[src/rtl/mc_ctrl_fsm.sv]
// Multi-cycle MIPS main controller: sequences the shared ALU, unified memory and register file.
// Optional bne support is compiled in with `define MC_CTRL_BNE_EN.
module mc_ctrl_fsm #(
    parameter int unsigned RDY_TIMEOUT = 0
) (
    input  logic       i_clk,
    input  logic       i_rst,
    input  logic [5:0] i_opcode,
    input  logic       i_zero,
    input  logic       i_mem_ready,
    output logic       o_pc_en,
    output logic       o_iord,
    output logic       o_mem_rd,
    output logic       o_mem_wr,
    output logic       o_ir_write,
    output logic       o_mem_to_reg,
    output logic       o_reg_dst,
    output logic       o_reg_write,
    output logic       o_alu_src_a,
    output logic [1:0] o_alu_src_b,
    output logic [1:0] o_alu_op,
    output logic [1:0] o_pc_src,
    output logic       o_illegal,
    output logic       o_timeout
);

    localparam int unsigned CNT_W = 16;

    localparam logic [5:0] OP_RTYPE = 6'b000000;
    localparam logic [5:0] OP_LW    = 6'b100011;
    localparam logic [5:0] OP_SW    = 6'b101011;
    localparam logic [5:0] OP_BEQ   = 6'b000100;
    localparam logic [5:0] OP_ADDI  = 6'b001000;
    localparam logic [5:0] OP_J     = 6'b000010;
`ifdef MC_CTRL_BNE_EN
    localparam logic [5:0] OP_BNE   = 6'b000101;
`endif

    typedef enum logic [3:0] {
        S_FETCH   = 4'd0,
        S_DECODE  = 4'd1,
        S_MEMADR  = 4'd2,
        S_MEMRD   = 4'd3,
        S_MEMWB   = 4'd4,
        S_MEMWR   = 4'd5,
        S_EXECUTE = 4'd6,
        S_ALUWB   = 4'd7,
        S_BRANCH  = 4'd8,
        S_ADDIEX  = 4'd9,
        S_ADDIWB  = 4'd10,
        S_JUMP    = 4'd11
    } state_e;

    state_e           state_q, state_d;
    logic [CNT_W-1:0] cnt_q, cnt_d;
    logic             waiting;
`ifdef MC_CTRL_BNE_EN
    logic             is_bne_q, is_bne_d;
`endif

    // State, wait counter and branch-sense registers
    always_ff @(posedge i_clk) begin
        if (i_rst) begin
            state_q  <= S_FETCH;
            cnt_q    <= '0;
`ifdef MC_CTRL_BNE_EN
            is_bne_q <= 1'b0;
`endif
        end else begin
            state_q  <= state_d;
            cnt_q    <= cnt_d;
`ifdef MC_CTRL_BNE_EN
            is_bne_q <= is_bne_d;
`endif
        end
    end

    // Next-state and Moore output decode, with ready/zero gating in FETCH and BRANCH
    always_comb begin
        state_d      = state_q;
        cnt_d        = '0;
        waiting      = 1'b0;
`ifdef MC_CTRL_BNE_EN
        is_bne_d     = is_bne_q;
`endif
        o_pc_en      = 1'b0;
        o_iord       = 1'b0;
        o_mem_rd     = 1'b0;
        o_mem_wr     = 1'b0;
        o_ir_write   = 1'b0;
        o_mem_to_reg = 1'b0;
        o_reg_dst    = 1'b0;
        o_reg_write  = 1'b0;
        o_alu_src_a  = 1'b0;
        o_alu_src_b  = 2'b00;
        o_alu_op     = 2'b00;
        o_pc_src     = 2'b00;
        o_illegal    = 1'b0;
        o_timeout    = 1'b0;

        case (state_q)
            S_FETCH: begin
                o_mem_rd    = 1'b1;
                o_alu_src_b = 2'b01;
                if (i_mem_ready) begin
                    o_ir_write = 1'b1;
                    o_pc_en    = 1'b1;
                    state_d    = S_DECODE;
                end else begin
                    waiting = 1'b1;
                end
            end
            S_DECODE: begin
                o_alu_src_b = 2'b11;
`ifdef MC_CTRL_BNE_EN
                is_bne_d    = (i_opcode == OP_BNE);
`endif
                case (i_opcode)
                    OP_LW, OP_SW: state_d = S_MEMADR;
                    OP_RTYPE:     state_d = S_EXECUTE;
                    OP_BEQ:       state_d = S_BRANCH;
`ifdef MC_CTRL_BNE_EN
                    OP_BNE:       state_d = S_BRANCH;
`endif
                    OP_ADDI:      state_d = S_ADDIEX;
                    OP_J:         state_d = S_JUMP;
                    default: begin
                        o_illegal = 1'b1;
                        state_d   = S_FETCH;
                    end
                endcase
            end
            S_MEMADR: begin
                o_alu_src_a = 1'b1;
                o_alu_src_b = 2'b10;
                state_d     = (i_opcode == OP_LW) ? S_MEMRD : S_MEMWR;
            end
            S_MEMRD: begin
                o_mem_rd = 1'b1;
                o_iord   = 1'b1;
                if (i_mem_ready) state_d = S_MEMWB;
                else             waiting = 1'b1;
            end
            S_MEMWB: begin
                o_reg_write  = 1'b1;
                o_mem_to_reg = 1'b1;
                state_d      = S_FETCH;
            end
            S_MEMWR: begin
                o_mem_wr = 1'b1;
                o_iord   = 1'b1;
                if (i_mem_ready) state_d = S_FETCH;
                else             waiting = 1'b1;
            end
            S_EXECUTE: begin
                o_alu_src_a = 1'b1;
                o_alu_op    = 2'b10;
                state_d     = S_ALUWB;
            end
            S_ALUWB: begin
                o_reg_write = 1'b1;
                o_reg_dst   = 1'b1;
                state_d     = S_FETCH;
            end
            S_BRANCH: begin
                o_alu_src_a = 1'b1;
                o_alu_op    = 2'b01;
                o_pc_src    = 2'b01;
`ifdef MC_CTRL_BNE_EN
                o_pc_en     = is_bne_q ? !i_zero : i_zero;
`else
                o_pc_en     = i_zero;
`endif
                state_d     = S_FETCH;
            end
            S_ADDIEX: begin
                o_alu_src_a = 1'b1;
                o_alu_src_b = 2'b10;
                state_d     = S_ADDIWB;
            end
            S_ADDIWB: begin
                o_reg_write = 1'b1;
                state_d     = S_FETCH;
            end
            S_JUMP: begin
                o_pc_src = 2'b10;
                o_pc_en  = 1'b1;
                state_d  = S_FETCH;
            end
            default: state_d = S_FETCH;
        endcase

        // Abort a stalled memory state; a same-cycle ready never reaches here
        if (waiting && (RDY_TIMEOUT != 0)) begin
            cnt_d = cnt_q + CNT_W'(1);
            if (cnt_d == CNT_W'(RDY_TIMEOUT)) begin
                o_timeout = 1'b1;
                o_mem_wr  = 1'b0;
                state_d   = S_FETCH;
                cnt_d     = '0;
            end
        end

        if (i_rst) begin
            o_pc_en     = 1'b0;
            o_ir_write  = 1'b0;
            o_reg_write = 1'b0;
            o_mem_wr    = 1'b0;
            o_mem_rd    = 1'b0;
            o_illegal   = 1'b0;
            o_timeout   = 1'b0;
        end
    end

endmodule

[config.mk]
export PLATFORM = sky130hd
export DESIGN_NAME = mc_ctrl_fsm
export DESIGN_NICKNAME = d
export VERILOG_FILES = /design/src/rtl/mc_ctrl_fsm.sv
export SDC_FILE = /design/constraint.sdc
export NUM_CORES = 1
export LEC_CHECK = 0
export ABC_AREA = 1
export BUFFER_PORTS_ARGS = -buffer_cell sky130_fd_sc_hd__buf_4
export CORE_MARGIN = 10
export CORE_UTILIZATION = 35
export CTS_BUF_LIST = sky130_fd_sc_hd__clkbuf_2 sky130_fd_sc_hd__clkbuf_4 sky130_fd_sc_hd__clkbuf_8
export CTS_CLUSTER_SIZE = 25
export DETAILED_ROUTE_END_ITERATION = 6
export PLACE_DENSITY = 0.66
export REMOVE_ABC_BUFFERS = 1
export SLEW_MARGIN = 10
export SYNTH_ARGS = -nofsm -noshare
export SYNTH_HDL_FRONTEND = slang
export SYNTH_SLANG_ARGS = --single-unit
[constraint.sdc]
create_clock -name i_clk -period 1.2 [get_ports i_clk]
set_clock_uncertainty 0.2 [all_clocks]
set_input_delay 0.06 -clock i_clk [delete_from_list [all_inputs] [get_ports i_clk]]
set_output_delay 0.06 -clock i_clk [all_outputs]
set_load 0.02 [all_outputs]
# Word-level counts from Yosys, hierarchy flattened

Index checks and enable logic that the tools add are counted.

Register bits after elaboration: 4
Logic and storage cells: 57
Bits of input ports: 10

Eq/ne operators: 19
Reductions and logical operators: 10
Multiplexer cells: 27

Operators by type and width:

| kind                 | number |
|---|---|
| $pmux W4 S7          | 1 |
| $pmux W4 S5          | 1 |
| $mux W1              | 17 |
| $eq A4 B3 Y1 const B | 4 |
| $eq A4 B4 Y1 const B | 4 |
| $eq A6 B6 Y1 const B | 2 |
| $mux W4              | 3 |
| $eq A4 B2 Y1 const B | 2 |
| $pmux W2 S2          | 2 |
| $reduce_or A2 Y1     | 4 |
| $eq A6 B2 Y1 const B | 1 |
| $eq A6 B3 Y1 const B | 1 |
| $eq A6 B4 Y1 const B | 1 |
| $logic_not A6 Y1     | 1 |
| $ne A2 B2 Y1 const B | 3 |
| $pmux W2 S3          | 1 |
| $reduce_or A6 Y1     | 1 |
| $eq A4 B1 Y1 const B | 1 |
| $logic_not A4 Y1     | 1 |
| $reduce_or A4 Y1     | 1 |
| $mux W3              | 1 |
| $pmux W1 S3          | 1 |
| $reduce_and A3 Y1    | 1 |
| $reduce_or A3 Y1     | 1 |

# Logic depth before layout (Yosys ltp)

Depth in word-level cells: 5
Mapped depth: 9
Mapped depth without buffers: 9

# Worst setup path before layout

No wires, ideal clock.

Kind: register -> output
Start point: reg state_q[2]
End point: out o_reg_write
Stages on the path, launching flop included: 5
Data arrival time: 1.358 ns
Slack: -0.418 ns
Buffers on the path: 0
Cells stage by stage: dfxtp_1 -> nand2_1 -> nor3_1 -> o31ai_1 -> inv_1

Word-level cells in the longest chain between the ends: 4
Elaborated cells on any way between the ends: 6
Those cells by class: eq/ne (3); mux (2); reduce/logical (1)

RTL lines:

| element                                      | line | RTL |
|---|---|---|
| from (decl)                                  | 54   | `state_e state_q, state_d;` |
| from (signal assigned)                       | 70   | `state_q <= state_d;` |
| $eq A4 B4 Y1 or $eq A4 B3 Y1 (tied branches) | 101  | `case (state_q)` |
| $reduce_or A3 Y1 (no line) *                 | -    |  |
| $mux W1 *                                    | 101  |  |
| $mux W1 *                                    | 204  | `if (i_rst) begin` |
| to (decl)                                    | 18   | `output logic o_reg_write,` |

Mark *: on every way between the ends. The rest lies on a longest branch, timed or not.

# Worst setup path after layout

Start point: reg state_q[3]
End point: out o_pc_en

Word-level cells in the longest chain between the ends: 3
Elaborated cells on any way between the ends: 5
Those cells by class: eq/ne (2); mux (2); reduce/logical (1)

RTL lines:

| element                                          | line | RTL |
|---|---|---|
| $eq A4 B4 Y1 or $logic_not A4 Y1 (tied branches) | 101  |  |
| $pmux W1 S3 *                                    | 101  |  |
| $mux W1 *                                        | 204  |  |
| to (decl)                                        | 11   | `output logic o_pc_en,` |

Marked as above.

==> impl_metrics.yaml <==
drt:
  routedWlPerCell_um: 14.78
  maxUsedRoutingLayer: "met4"
  wl_met3_um: 148
  firstDrtPassIters: 4
  via_count: 860
  drc_errors: 0
  route.met2.wl_mm: 1.383
  routed_wl_mm: 2.527
  wirelength_met1_um: 989
  postRouteAntennaNets: 0
  routed_via_density: 5.029
  drt_iter0_markers: 17
floorplanning:
  rows: 14
  initial_core_util_pct: 36.63
  ios: 27
  core_mm2: 0.001506
  die_h_um: 59.71
  die-area_mm2: 0.003565
  die_w_um: 59.71
setup_path:
  crit_family: "flip-flops"
  path_class: "reg2out"
  crit_required_ns: 0.94
  end_kind: "output pin"
  rrSetupSlack_ns: -0.30
  cp_num_buf_inv: 3
  start_kind: "register"
  cpMaxStageDelayCell: "dfxtp_2"
  critPathArrivalTime_ns: 1.31
  cpMostUsedCell: "nand2_1"
  cp_slowest_stage_delay_ns: 0.36
  cp_cell_sequence: "inv_4, nor2_4, nand2_1, inv_2, nand2_1, a31oi_1, buf_4"
  cp_max_fo: 5
yosys:
  seq_area_frac_synth_pct: 14.51
  syn_area_per_cell_um2: 5.205
  synthCells: 106
  netlist_area_um2: 551.8
  ys_ff_latch: 4
  synth.distinct_cells: 22
  yosys_warnings: 0
pwr:
  p_switching_mw: 0.1884
  p_total_mw: 0.5409
  power_frac_seq_pct: 27.0
  p_leak_nw: 0.5661
  clkPwrFrac_pct: 29.9
  ir_worst_vdd_mv: 0.5175
  power_density_mw_per_mm2: 471.9
  p_comb_share_pct: 43.1
  swShare_pct: 34.84
  cellInternalPower_mw: 0.3525
placement:
  gp_routability_congestion: 0.8722
  dp.cells: 155
  place.port_buffers: 25
  dp_hpwl_mm: 1.461
  place_area_um2: 819.5
global_routing:
  gr-total-overflow: 0
  grt_max_degree: 7
  grt_pass1_vias: 852
  grt_usage_pct: 12.49
  grt_pass1_wl_mm: 3.567
  antenna_found_initial: 0
final_layout:
  drive_gt1_share_pct: 54.19
  n_fill_cell: 104
  regMostFlops: "state_q"
  largest_reg_flops: 4
  antenna_cells: 0
  finalNonFillerCells: 171
  top_regs: "state_q x4"
  nets: 167
  stdcell_area_mm2: 0.001146
  area_delta_synth_final_pct: 107.7
outcome:
  violations: "setup timing"
  status: "finished, violations left"
job:
  maxCapViolations: 0
sta:
  hold_viol_final: 0
  final.min_clock_period_ns: 1.570
  max_clock_freq_ghz: 0.6369
  fin_crit_sh_pct: 130.8
  rsz0062_at_grt: "yes"
  setup_ws_ns: -0.3700
  slew_viol_final: 0
  setup_viol: 20
  tns_ns: -5.070
min_path:
  hp-class: "in2reg"
cts:
  cts_sinks: 4
  clockRootBuffer: "clkbuf_4"
  cts-htree-levels: 1
  clk_path_buf_depth: 2
  clkTransAtPathRegs_ns: 0.03
  cts_tree: "built"
  cts_buffers: 3
  insertion_delay_ns: 0.23
-- Yosys cell counts --
cell      number  area, µm²
nand2_1       23      86.33
nor2_1        21      78.83
inv_1         16      60.06
nand3_1       12      60.06
a21oi_1        5      25.02
dfxtp_1        4      80.08
inv_2          3      11.26
nor2_2         3      18.77
buf_4          2      15.01
nand2_2        2      12.51
nand3_2        2      20.02
nand4_1        2      12.51
o21ai_0        2      10.01
a31oi_1        1      6.260
buf_1          1      3.750
buf_6          1      11.26
conb_1         1      3.750
nand3b_1       1      7.510
nor2_4         1      11.26
nor3_1         1      5.000
o21ai_1        1      5.000
o31ai_1        1      7.510
-- cell families (layout without fill, tap and decap cells) --
family          count (synthesis)  in the layout  synth area share, %
flops                           4              4                14.51
other cells                     1              1               0.6796
simple gates                   68             68                56.69
compound gates                 10             10                9.750
buf+inv                        23             72                18.37
-- power groups by stage --
stage,clock (mW),sequential (mW),combinational (mW)
floorplan,0,0.146,0.0962
global placement,0,0.147,0.171
detailed placement,0,0.147,0.173
CTS,0.165,0.143,0.210
global route,0.178,0.146,0.252
finish,0.161,0.146,0.233
-- worst register-to-register path, cell delays in order (launching register included) --
cell,delay (ns)
dfxtp_4,0.37
buf_4,0.17
nor2_4,0.12
nand3_4,0.12
buf_4,0.16
nand3_2,0.07
nand2_1,0.06
nand2_1,0.07
a21oi_1,0.05
-- placed cells by master (no fill, tap or decap), drive strengths merged, types with 3 or more instances in the layout --
cell type     n
nand3        14
inv          19
dfxtp         4
buf          47
dlygate4sd3   3
a21oi         5
o21ai         3
clkbuf        3
nor2         25
nand2        25
-- through the flow --
stage          util [%]  setup WS [ns]  hold slack [ns]
5_1_grt           76.08        -0.4291           0.1064
3_3_place_gp      54.40        -0.2046          0.08817
4_1_cts           70.18        -0.2871          0.09522
3_5_place_dp      54.40        -0.1917          0.08797
6_report          76.08        -0.3700          0.09292
2_1_floorplan         -        -0.4252         -0.07093
-- layout make-up --
class,instances,area [µm²],area share (%)
multi-input cells,79,495.5,43.23
repair buffers,50,439.2,38.32
flip-flops and latches,4,92.59,8.079
inverters,19,76.32,6.659
clock buffers,3,22.52,1.965
well taps,16,20.02,1.747
-- routing by layer --
metal  GRT usage (%)  up-vias
met5               0        -
met2           23.82       36
met4           4.487        0
met3           2.754        2
met1           12.71      395
li1                -      427
-- path summary, 6_finish.rpt --
check | startpoint | end | depth (start not counted)
setup reg to reg | state_q[1] | state_q[2] | 8
hold reg to reg | state_q[2] | state_q[2] | 2
hold / removal | i_opcode[2] | state_q[3] | 5
setup / recovery | state_q[3] | o_pc_en | 7
-- repair_timing --
item,in CTS,in global routing
buffers inserted,9,2
gates resized for setup,37,21
endpoints found under the hold margin,4,0
pin swaps,11,8
endpoints found under the setup margin,20,20
hold buffers,3,0
(Power assumes the default switching activity.)
